<file path="config.mk">
export PLATFORM = sky130hd
export DESIGN_NAME = letc_core_dmss_port
export DESIGN_NICKNAME = d
export VERILOG_FILES = /design/src/rtl/letc_core_pkg.sv /design/src/rtl/letc_core_dmss_lane.sv /design/src/rtl/letc_core_dmss_port.sv
export SDC_FILE = /design/constraint.sdc
export NUM_CORES = 1
export LEC_CHECK = 0
export ABC_AREA = 1
export CAP_MARGIN = 20
export CORE_MARGIN = 1.5
export CORE_UTILIZATION = 50
export DETAILED_ROUTE_END_ITERATION = 10
export PLACE_DENSITY = 0.87
export SLEW_MARGIN = 5
export SYNTH_ARGS = -nofsm -noshare
export SYNTH_HDL_FRONTEND = slang
export SYNTH_SLANG_ARGS = --single-unit
</file>
<file path="constraint.sdc">
create_clock -name clk -period 2.7 [get_ports clk]
set_input_delay 0.675 -clock clk [delete_from_list [all_inputs] [get_ports clk]]
set_output_delay 0.675 -clock clk [all_outputs]
set_load 0.01 [all_outputs]
</file>
<file path="src/rtl/letc_core_pkg.sv">
// Shared types for the LETC core data-memory port: access size, port FSM state, latched request.
package letc_core_pkg;

    localparam int DMSS_DATA_W = 32;

    typedef enum logic [1:0] {
        SIZE_BYTE = 2'd0,
        SIZE_HALF = 2'd1,
        SIZE_WORD = 2'd2
    } dmss_size_e;

    typedef enum logic [1:0] {
        ST_IDLE = 2'd0,
        ST_REQ  = 2'd1,
        ST_WAIT = 2'd2,
        ST_DONE = 2'd3
    } dmss_state_e;

    // The word address lives beside this struct in the port so the struct stays width-independent.
    typedef struct packed {
        logic                   we;
        dmss_size_e             size;
        logic                   is_unsigned;
        logic [1:0]             addr_lo;
        logic [DMSS_DATA_W-1:0] wdata;
    } dmss_req_s;

    // The reserved encoding 3 behaves as a word access.
    function automatic dmss_size_e dmss_size_decode(input logic [1:0] raw);
        dmss_size_e s;
        case (raw)
            2'd0:    s = SIZE_BYTE;
            2'd1:    s = SIZE_HALF;
            default: s = SIZE_WORD;
        endcase
        return s;
    endfunction

    function automatic logic dmss_misaligned(input dmss_size_e size, input logic [1:0] addr_lo);
        logic m;
        case (size)
            SIZE_HALF: m = addr_lo[0];
            SIZE_WORD: m = |addr_lo;
            default:   m = 1'b0;
        endcase
        return m;
    endfunction

endpackage

</file>
<file path="src/rtl/letc_core_dmss_lane.sv">
// Byte-lane steering: store strobe/replication and load shift plus sign/zero extension.
// Latency: purely combinational. Backpressure: none, no state.
// Word accesses ignore the low address bits, so misaligned words see the aligned word.
module letc_core_dmss_lane
    import letc_core_pkg::*;
(
    input  dmss_size_e              size,
    input  logic [1:0]              addr_lo,
    input  logic                    is_unsigned,
    input  logic [DMSS_DATA_W-1:0]  wdata,
    input  logic [DMSS_DATA_W-1:0]  rdata,
    output logic [3:0]              wstrb,
    output logic [DMSS_DATA_W-1:0]  wdata_rep,
    output logic [DMSS_DATA_W-1:0]  load_data
);

    logic [DMSS_DATA_W-1:0] shifted;

    always_comb begin
        shifted   = rdata >> {addr_lo, 3'b000};
        wstrb     = 4'hF;
        wdata_rep = wdata;
        load_data = rdata;
        case (size)
            SIZE_BYTE: begin
                wstrb     = 4'b0001 << addr_lo;
                wdata_rep = {4{wdata[7:0]}};
                load_data = {{24{shifted[7] & ~is_unsigned}}, shifted[7:0]};
            end
            SIZE_HALF: begin
                wstrb     = 4'b0011 << {addr_lo[1], 1'b0};
                wdata_rep = {2{wdata[15:0]}};
                load_data = {{16{shifted[15] & ~is_unsigned}}, shifted[15:0]};
            end
            default: begin
                wstrb     = 4'hF;
                wdata_rep = wdata;
                load_data = rdata;
            end
        endcase
    end

endmodule

</file>
<file path="src/rtl/letc_core_dmss_port.sv">
// Memory1/memory2 data port driving a single-outstanding data bus; LETC_DMSS_MISALIGN_CHECK_EN adds misalign faulting.
// Latency: accept at edge N, response valid in cycle N+3 when the bus answers the cycle after accepting.
// Backpressure: m1_req_ready only in IDLE/DONE; dmss_stall holds memory2 while REQ or WAIT.
module letc_core_dmss_port
    import letc_core_pkg::*;
#(
    parameter int ADDR_W         = 32,
    parameter int TIMEOUT_CYCLES = 255
) (
    input  logic              clk,
    input  logic              rst_n,
    input  logic              m1_req_valid,
    output logic              m1_req_ready,
    input  logic              m1_req_we,
    input  logic [1:0]        m1_req_size,
    input  logic              m1_req_unsigned,
    input  logic [ADDR_W-1:0] m1_req_addr,
    input  logic [31:0]       m1_req_wdata,
    input  logic              m2_flush,
    output logic              dmss_stall,
    output logic              m2_rsp_valid,
    output logic [31:0]       m2_rsp_load_data,
    output logic              m2_rsp_fault,
`ifdef LETC_DMSS_MISALIGN_CHECK_EN
    output logic              m2_rsp_misaligned,
`endif
    output logic              bus_req_valid,
    input  logic              bus_req_ready,
    output logic [ADDR_W-1:0] bus_req_addr,
    output logic              bus_req_we,
    output logic [3:0]        bus_req_wstrb,
    output logic [31:0]       bus_req_wdata,
    input  logic              bus_rsp_valid,
    input  logic [31:0]       bus_rsp_rdata,
    input  logic              bus_rsp_err
);

    localparam bit         TMO_EN   = (TIMEOUT_CYCLES != 0);
    localparam logic [7:0] TMO_LAST = 8'(TIMEOUT_CYCLES - 1);

    dmss_state_e        state_q;
    dmss_req_s          req_q;
    dmss_req_s          req_in;
    logic [ADDR_W-1:2]  word_addr_q;
    logic [31:0]        rsp_data_q;
    logic               rsp_fault_q;
    logic               discard_q;
    logic               live_q;
    logic [7:0]         tmo_cnt_q;
    logic               accept;
    logic               tmo_hit;
    logic [3:0]         lane_wstrb;
    logic [31:0]        lane_wdata;
    logic [31:0]        lane_load;
`ifdef LETC_DMSS_MISALIGN_CHECK_EN
    logic               mis_q;
    logic               mis_in;
`endif

    always_comb begin
        req_in             = '0;
        req_in.we          = m1_req_we;
        req_in.size        = dmss_size_decode(m1_req_size);
        req_in.is_unsigned = m1_req_unsigned;
        req_in.addr_lo     = m1_req_addr[1:0];
        req_in.wdata       = m1_req_wdata;
    end

`ifdef LETC_DMSS_MISALIGN_CHECK_EN
    assign mis_in = dmss_misaligned(req_in.size, req_in.addr_lo);
`endif

    assign m1_req_ready = live_q && ((state_q == ST_IDLE) || (state_q == ST_DONE));
    assign accept       = m1_req_valid && m1_req_ready;
    assign tmo_hit      = TMO_EN && (tmo_cnt_q == TMO_LAST);

    letc_core_dmss_lane u_lane (
        .size        (req_q.size),
        .addr_lo     (req_q.addr_lo),
        .is_unsigned (req_q.is_unsigned),
        .wdata       (req_q.wdata),
        .rdata       (bus_rsp_rdata),
        .wstrb       (lane_wstrb),
        .wdata_rep   (lane_wdata),
        .load_data   (lane_load)
    );

    always_ff @(posedge clk or negedge rst_n) begin
        if (!rst_n) begin
            state_q     <= ST_IDLE;
            req_q       <= '0;
            word_addr_q <= '0;
            rsp_data_q  <= '0;
            rsp_fault_q <= 1'b0;
            discard_q   <= 1'b0;
            live_q      <= 1'b0;
            tmo_cnt_q   <= '0;
`ifdef LETC_DMSS_MISALIGN_CHECK_EN
            mis_q       <= 1'b0;
`endif
        end else begin
            live_q <= 1'b1;
            case (state_q)
                ST_IDLE, ST_DONE: begin
                    if (accept) begin
                        req_q       <= req_in;
                        word_addr_q <= m1_req_addr[ADDR_W-1:2];
                        discard_q   <= 1'b0;
                        rsp_data_q  <= '0;
`ifdef LETC_DMSS_MISALIGN_CHECK_EN
                        mis_q       <= mis_in;
                        rsp_fault_q <= mis_in;
                        state_q     <= mis_in ? ST_DONE : ST_REQ;
`else
                        rsp_fault_q <= 1'b0;
                        state_q     <= ST_REQ;
`endif
                    end else begin
                        state_q <= ST_IDLE;
                    end
                end
                ST_REQ: begin
                    // A flush coinciding with acceptance still owes the bus a response, so drain it.
                    if (bus_req_ready) begin
                        state_q   <= ST_WAIT;
                        tmo_cnt_q <= '0;
                        discard_q <= m2_flush;
                    end else if (m2_flush) begin
                        state_q <= ST_IDLE;
                    end
                end
                ST_WAIT: begin
                    tmo_cnt_q <= tmo_cnt_q + 8'd1;
                    if (bus_rsp_valid || tmo_hit) begin
                        if (discard_q || m2_flush) begin
                            state_q <= ST_IDLE;
                        end else begin
                            state_q     <= ST_DONE;
                            rsp_fault_q <= bus_rsp_valid ? bus_rsp_err : 1'b1;
                            rsp_data_q  <= (bus_rsp_valid && !req_q.we) ? lane_load : '0;
                        end
                    end else if (m2_flush) begin
                        discard_q <= 1'b1;
                    end
                end
                default: state_q <= ST_IDLE;
            endcase
        end
    end

    assign dmss_stall       = (state_q == ST_REQ) || (state_q == ST_WAIT);
    assign m2_rsp_valid     = (state_q == ST_DONE) && !m2_flush;
    assign m2_rsp_load_data = m2_rsp_valid ? rsp_data_q : '0;
    assign m2_rsp_fault     = m2_rsp_valid && rsp_fault_q;
`ifdef LETC_DMSS_MISALIGN_CHECK_EN
    assign m2_rsp_misaligned = m2_rsp_valid && mis_q;
`endif

    assign bus_req_valid = (state_q == ST_REQ);
    assign bus_req_addr  = bus_req_valid ? {word_addr_q, 2'b00} : '0;
    assign bus_req_we    = bus_req_valid && req_q.we;
    assign bus_req_wstrb = bus_req_valid ? lane_wstrb : '0;
    assign bus_req_wdata = bus_req_valid ? lane_wdata : '0;

endmodule

</file>
==> results of run 1 <==
==> cells by family after synthesis <==
family | after synthesis | synth area share
flops | 113 | 0.456
simple gates | 391 | 0.258
buf+inv | 142 | 0.0951
compound gates | 73 | 0.0628
xor+xnor | 1 | 0.00141
fa+ha+maj | 5 | 0.0101
other cells | 2 | 0.00121
mux | 63 | 0.115
==> how the worst max path moves through the flow <==
stage	from	endpoint	slack, ns	cells past startpoint
after floorplan	state_q[1]$_DFFE_PN0P_	bus_req_wdata[23]	0.49	6
after global placement	m2_flush	m2_rsp_load_data[17]	-0.08	6
after detailed placement	m2_flush	m2_rsp_load_data[14]	-0.13	6
after CTS	req_q[36]$_DFFE_PN0P_	bus_req_wstrb[3]	0.003	5
after global routing	state_q[1]$_DFFE_PN0P_	bus_req_wdata[12]	-0.09	7
final	state_q[1]$_DFFE_PN0P_	bus_req_wdata[12]	0.03	7
==> registers in the layout, indices dropped and copies added (netlist names) <==
name         cells
req_q           38
rsp_data_q      32
word_addr_q     30
tmo_cnt_q        8
state_q          2
discard_q        1
live_q           1
rsp_fault_q      1
==> cell usage in the layout (no fill, tap or decap), types with 4 or more instances in the layout <==
cell and instances:
nor2_1 127, buf_4 17, o22ai_1 10, a21oi_1 21, dfrtp_1 112, nand3_1 27, o21ai_1 9, dlymetal6s2s_1 22
dlygate4sd2_1 53, clkdlybuf4s15_1 6, inv_2 6, nand3_2 4, clkbuf_8 4, inv_1 98, o21ai_0 30, clkinv_2 5
clkdlybuf4s50_1 128, nand2_1 210, nor3_1 5, clkbuf_16 19, mux2_2 63, ha_1 4, buf_12 6
==> worst max-delay path, stage by stage, from the launching register on <==
cell	delay [ns]
dfrtp_1	0.40
inv_2	0.09
ha_4	0.23
buf_4	0.16
clkbuf_16	0.16
o21ai_0	0.13
nor2_1	0.10
dlygate4sd2_1	0.32
==> per-stage QoR <==
step / hold slack [ns] / setup slack (ns) / instance area [um^2] / setup TNS [ns]
final: 0.0950 / 0.0297 / 9230 / 0
after global routing: 0.0937 / -0.0946 / 9230 / -0.192
after CTS: 0.0889 / 0.00337 / 9080 / 0
after detailed placement: 0.465 / -0.130 / 8520 / -3.43
after global placement: 0.462 / -0.0778 / 8520 / -2.37
after floorplan: 0.379 / 0.493 / 6200 / 0
==> cell type report <==
| class | instances | share of cell area |
|---|---|---|
| flip-flops and latches | 113 | 0.307 |
| repair inverters | 1 | 0.000814 |
| inverters | 106 | 0.0437 |
| repair buffers | 236 | 0.263 |
| well taps | 168 | 0.0228 |
| multi-input cells | 536 | 0.304 |
| clock buffers | 23 | 0.0529 |
| clock inverters | 6 | 0.00624 |
==> metal layers <==
layer	vias to the layer above	wire length, um	global-route usage
met1	2879	7250	0.345
met5	-	0	0
li1	2892	-	-
met3	56	1700	0.0985
met4	0	585	0.139
met2	286	9050	0.484
==> power groups by stage <==
stage | clock (mW) | sequential [mW] | combinational [mW]
final | 2.08 | 2.12 | 1.44
after global routing | 2.19 | 2.14 | 1.58
after CTS | 2.11 | 2.11 | 1.42
after detailed placement | 0 | 2.13 | 1.41
after global placement | 0 | 2.12 | 1.38
after floorplan | 0 | 2.07 | 0.822
==> what timing repair did <==
action | CTS | global route
resized for setup | 71 | 31
cloned | 2 | 3
setup buffers | 2 | 2
setup endpoints to repair | 91 | 39
pin swaps | 1 | 1
==> impl_metrics.yaml, run 1 <==
hold_path:
  hp-class: "primary input to async pin"
floorplanning:
  num_rows: 40
  dieArea_um2: 13100
  dieHeight_um: 114
  core_area_um2: 12100
  start_util: 0.514
  io_pins: 213
  die_w_um: 114
logic_synthesis:
  synth_edf_count: 0
  ys_seq_elements: 113
  yosysTopAreaCell: "dfrtp_1"
  netlist_instances: 790
  synth_ff_type: "dfrtp_1"
  ys_async_sr_fraction: 1.00
  synth_area_um2: 6190
  avgSynthCellArea_um2: 7.84
  synthMostInstantiatedCell: "nand2_1"
  ys_types: 34
  synth_area_leaders: "dfrtp_1, nand2_1, mux2_2"
  synth_seq_area_share: 0.456
  yosys_warnings: 0
  ys_top_cells_by_count: "nand2_1, nor2_1, dfrtp_1"
  yosysTopAreaCellShare: 0.456
route:
  dr.pass1.iters: 5
  drt_first_iter_violations: 547
  vias: 6113
  wl_per_cell_um: 15.6
  totalWireLength_mm: 18.6
  viasPerCell: 5.14
  drc: 0
  ant_nets: 0
pwr:
  worst_ir_drop_vdd_v: 0.000500
  power.internal_mw: 3.98
  powerDensity_nw_per_um2: 611
  p_leak_nw: 4.99
  switching_share: 0.295
  combPwrFrac: 0.256
  finalPower_mw: 5.64
  seq_power_share: 0.375
  p_switching_mw: 1.66
  power_frac_clock: 0.369
finish:
  regArea_um2: 2830
  fin_util: 0.765
  n_antenna_cell: 0
  multi_input_area_um2: 2810
  drive_above_1_share: 0.144
  final_net_count: 1123
  area_growth_syn_to_layout_pct: 48.9
  fin_cells: 1189
  n_fill_cell: 852
global_route:
  grt_pass1_vias: 6037
  grt_start_max_net_pins: 59
  grt-ovfl-total: 0
  track_usage: 0.293
  antenna_found_initial: 0
  grt_pass1_wl_mm: 29.5
worst_setup_path:
  r2r_start: "state_q[0]$_DFFE_PN0P_"
  arrival_ns: 2.00
  regToRegSetupSlack_ns: 0.53
  worstRegToRegCells: 8
  critPathRequiredTime_ns: 2.03
  crit_type: "flop to output pin"
  cp_max_fo: 15
  timing.rr.end: "tmo_cnt_q[5]$_DFFE_PN0P_"
  crit_path_start_kind: "flop"
  crit_path_end_kind: "output pin"
clock_network:
  clk_pin_slew_ns: 0.05
  cts_made_buffers: 17
  cts.sinks: 113
  h-tree-depth: 4
  clk_latency_ns: 0.42
  hold_buffers: 0
  root_buffer: "clkbuf_16"
  cts_tree: "built"
  clock_path_buffers: 2
timing:
  period_share: 0.989
  rsz0062_at_grt: "true"
  clock.fmax_mhz: 374
  final.min_clock_period_ns: 2.67
  hold_viol_final: 0
  setup_violations: 0
  slew_viol_final: 0
  fin_skew_ns: 0.0111
place:
  place_hpwl_mm: 12.2
  dp_cells: 1151
  port_buffers: 210
  globalplace.congestion: 0.879
run:
  drv_cap: 0
outcome:
  outcome: "finished clean"
Note: power is estimated with default switching activity, not from simulation.
==> inputs of run 2 (changes only) <==
- CELL_PAD_IN_SITES_DETAIL_PLACEMENT: default -> 0
- CELL_PAD_IN_SITES_GLOBAL_PLACEMENT: default -> 1
- CORE_UTILIZATION: 50 -> 35
- PLACE_DENSITY: 0.87 -> default
- PLACE_DENSITY_LB_ADDON: default -> 0.1
==> run 2 against run 1 <==
Clock power is 18% higher; power is 6.6% higher; die area is 42% higher; worst setup slack better by 0.044 ns; critical path type unchanged; highest routed layer unchanged.
==> impl_metrics.yaml, run 2 (synthesis gave the netlist of run 1 again) <==
timing:
  rsz0062_at_grt: "true"
  clock.fmax_mhz: 381
  slew-limit-headroom: 0.651
  setup_violations: 0
  tightest_slew_ns: 0.524
  slew_viol_final: 0
  finalWorstSetupSlack_ns: 0.0738
  fin_tns_setup_ns: 0
  fin_skew_ns: 0.00855
  final.min_clock_period_ns: 2.63
  period_share: 0.973
  hold_viol_final: 0
route:
  drc: 0
  viasPerCell: 4.55
  wl_met2_mm: 8.84
  wl_per_cell_um: 15.0
  vias: 5700
  wl_met3_mm: 1.46
  dr.max_layer_used: "met4"
  drt_first_iter_violations: 230
  dr.pass1.iters: 7
  met1_length_mm: 8.27
  totalWireLength_mm: 18.8
  ant_nets: 0
clock_network:
  clk_latency_ns: 0.42
  cts.sinks: 113
  root_buffer: "clkbuf_16"
  cts_tree: "built"
  cts_made_buffers: 17
  clk_pin_slew_ns: 0.05
  clock_path_buffers: 2
  h-tree-depth: 4
  hold_buffers: 0
pwr:
  powerDensity_nw_per_um2: 639
  seq_power_share: 0.350
  worst_ir_drop_vdd_v: 0.000476
  power.internal_mw: 4.31
  combPwrFrac: 0.241
  p_leak_nw: 4.95
  switching_share: 0.283
  power_frac_clock: 0.410
  p_switching_mw: 1.70
place:
  place_hpwl_mm: 13.0
  globalplace.congestion: 0.785
  placed_cell_area_um2: 8610
  port_buffers: 210
  place_worst_setup_slack_ns: -0.143
  dp_cells: 1209
floorplanning:
  start_util: 0.358
  num_rows: 48
  dieHeight_um: 136
  dieArea_um2: 18500
  die_w_um: 136
  core_area_um2: 17300
  io_pins: 213
finish:
  regArea_um2: 2830
  fin_util: 0.544
  mostFrequentLayoutCells: "nand2_1, nor2_1, clkdlybuf4s50_1"
  n_fill_cell: 1720
  fin_cells: 1252
  layout_commonest_cell: "nand2_1"
  largest_reg_flops: 38
  multi_input_area_um2: 2830
  area_growth_syn_to_layout_pct: 51.9
  final_area_um2: 9410
  drive_above_1_share: 0.159
  top_regs: "req_q x38, rsp_data_q x32, word_addr_q x30"
  top_register: "req_q"
  final_net_count: 1126
  n_antenna_cell: 0
global_route:
  track_usage: 0.214
  antenna_found_initial: 0
  grt_pass1_wl_mm: 30.3
  grt_start_max_net_pins: 51
  grt_pass1_vias: 5687
  grt-ovfl-total: 0
worst_setup_path:
  worst-path-buf-inv: 3
  crit_path_end_kind: "output pin"
  r2r_start: "state_q[0]$_DFFE_PN0P_"
  arrival_ns: 1.95
  crit_type: "flop to output pin"
  cp_max_fo: 4
  crit_slowest_cell: "dfrtp_2"
  crit_path_start_kind: "flop"
  crit_chain: "nor2_4, clkinvlp_4, buf_4, o22ai_1, nor3_2, clkdlybuf4s15_2"
  crit_path_start: "req_q[36]$_DFFE_PN0P_"
  critPathRequiredTime_ns: 2.03
  critPathMaxStageDelay_ns: 0.43
  path_delay_family: "buffers and inverters"
hold_path:
  hp-class: "primary input to async pin"
outcome:
  outcome: "finished clean"
run:
  drv_cap: 0
## run 2: final cells by class
cell class	count	area share
inverter	106	0.0428
clock inverter	8	0.0158
tap	225	0.0299
sequential	113	0.301
multi-input combinational	536	0.301
timing repair buffer	239	0.256
timing repair inverter	1	0.000798
clock buffer	24	0.0533
## run 2: what timing repair did
item,in CTS,in global routing
pin swaps,0,1
setup endpoints to repair,80,42
setup buffers,6,1
resized for setup,99,23
gates cloned,4,0
## run 2: path summary, 6_finish.rpt
| path | depth (start not counted) | slack (ns) | to |
|---|---|---|---|
| worst min register to register | 2 | 0.48 | rsp_data_q[18]$_DFFE_PN0P_ |
| worst max-delay path | 6 | 0.07 | bus_req_wdata[15] |
| worst max register to register | 8 | 0.59 | rsp_data_q[12]$_DFFE_PN0P_ |
| max in group asynchronous | 2 | 1.85 | rsp_data_q[22]$_DFFE_PN0P_ |
| min in group clk | 2 | 0.48 | rsp_data_q[18]$_DFFE_PN0P_ |
| worst min-delay path | 1 | 0.23 | tmo_cnt_q[7]$_DFFE_PN0P_ |
## run 2: routing by layer
| metal | vias up | track usage |
|---|---|---|
| met2 | 146 | 0.347 |
| met5 | - | 0 |
| met4 | 0 | 0.0532 |
| li1 | 2895 | - |
| met1 | 2642 | 0.268 |
| met3 | 17 | 0.0798 |
## run 2: power groups by stage
stage	sequential [mW]	combinational (mW)	clock [mW]
finish	2.10	1.45	2.46
global route	2.14	1.61	2.59
CTS	2.10	1.47	2.52
detailed placement	2.12	1.43	0
global placement	2.12	1.43	0
floorplan	2.07	0.822	0
## run 2: metrics by stage
| stage | hold slack, ns | total power [mW] |
|---|---|---|
| 3_5_place_dp | 0.466 | 3.56 |
| 3_3_place_gp | 0.465 | 3.55 |
| 2_1_floorplan | 0.379 | 2.90 |
| 4_1_cts | 0.245 | 6.08 |
| 5_1_grt | 0.269 | 6.34 |
| 6_report | 0.232 | 6.01 |
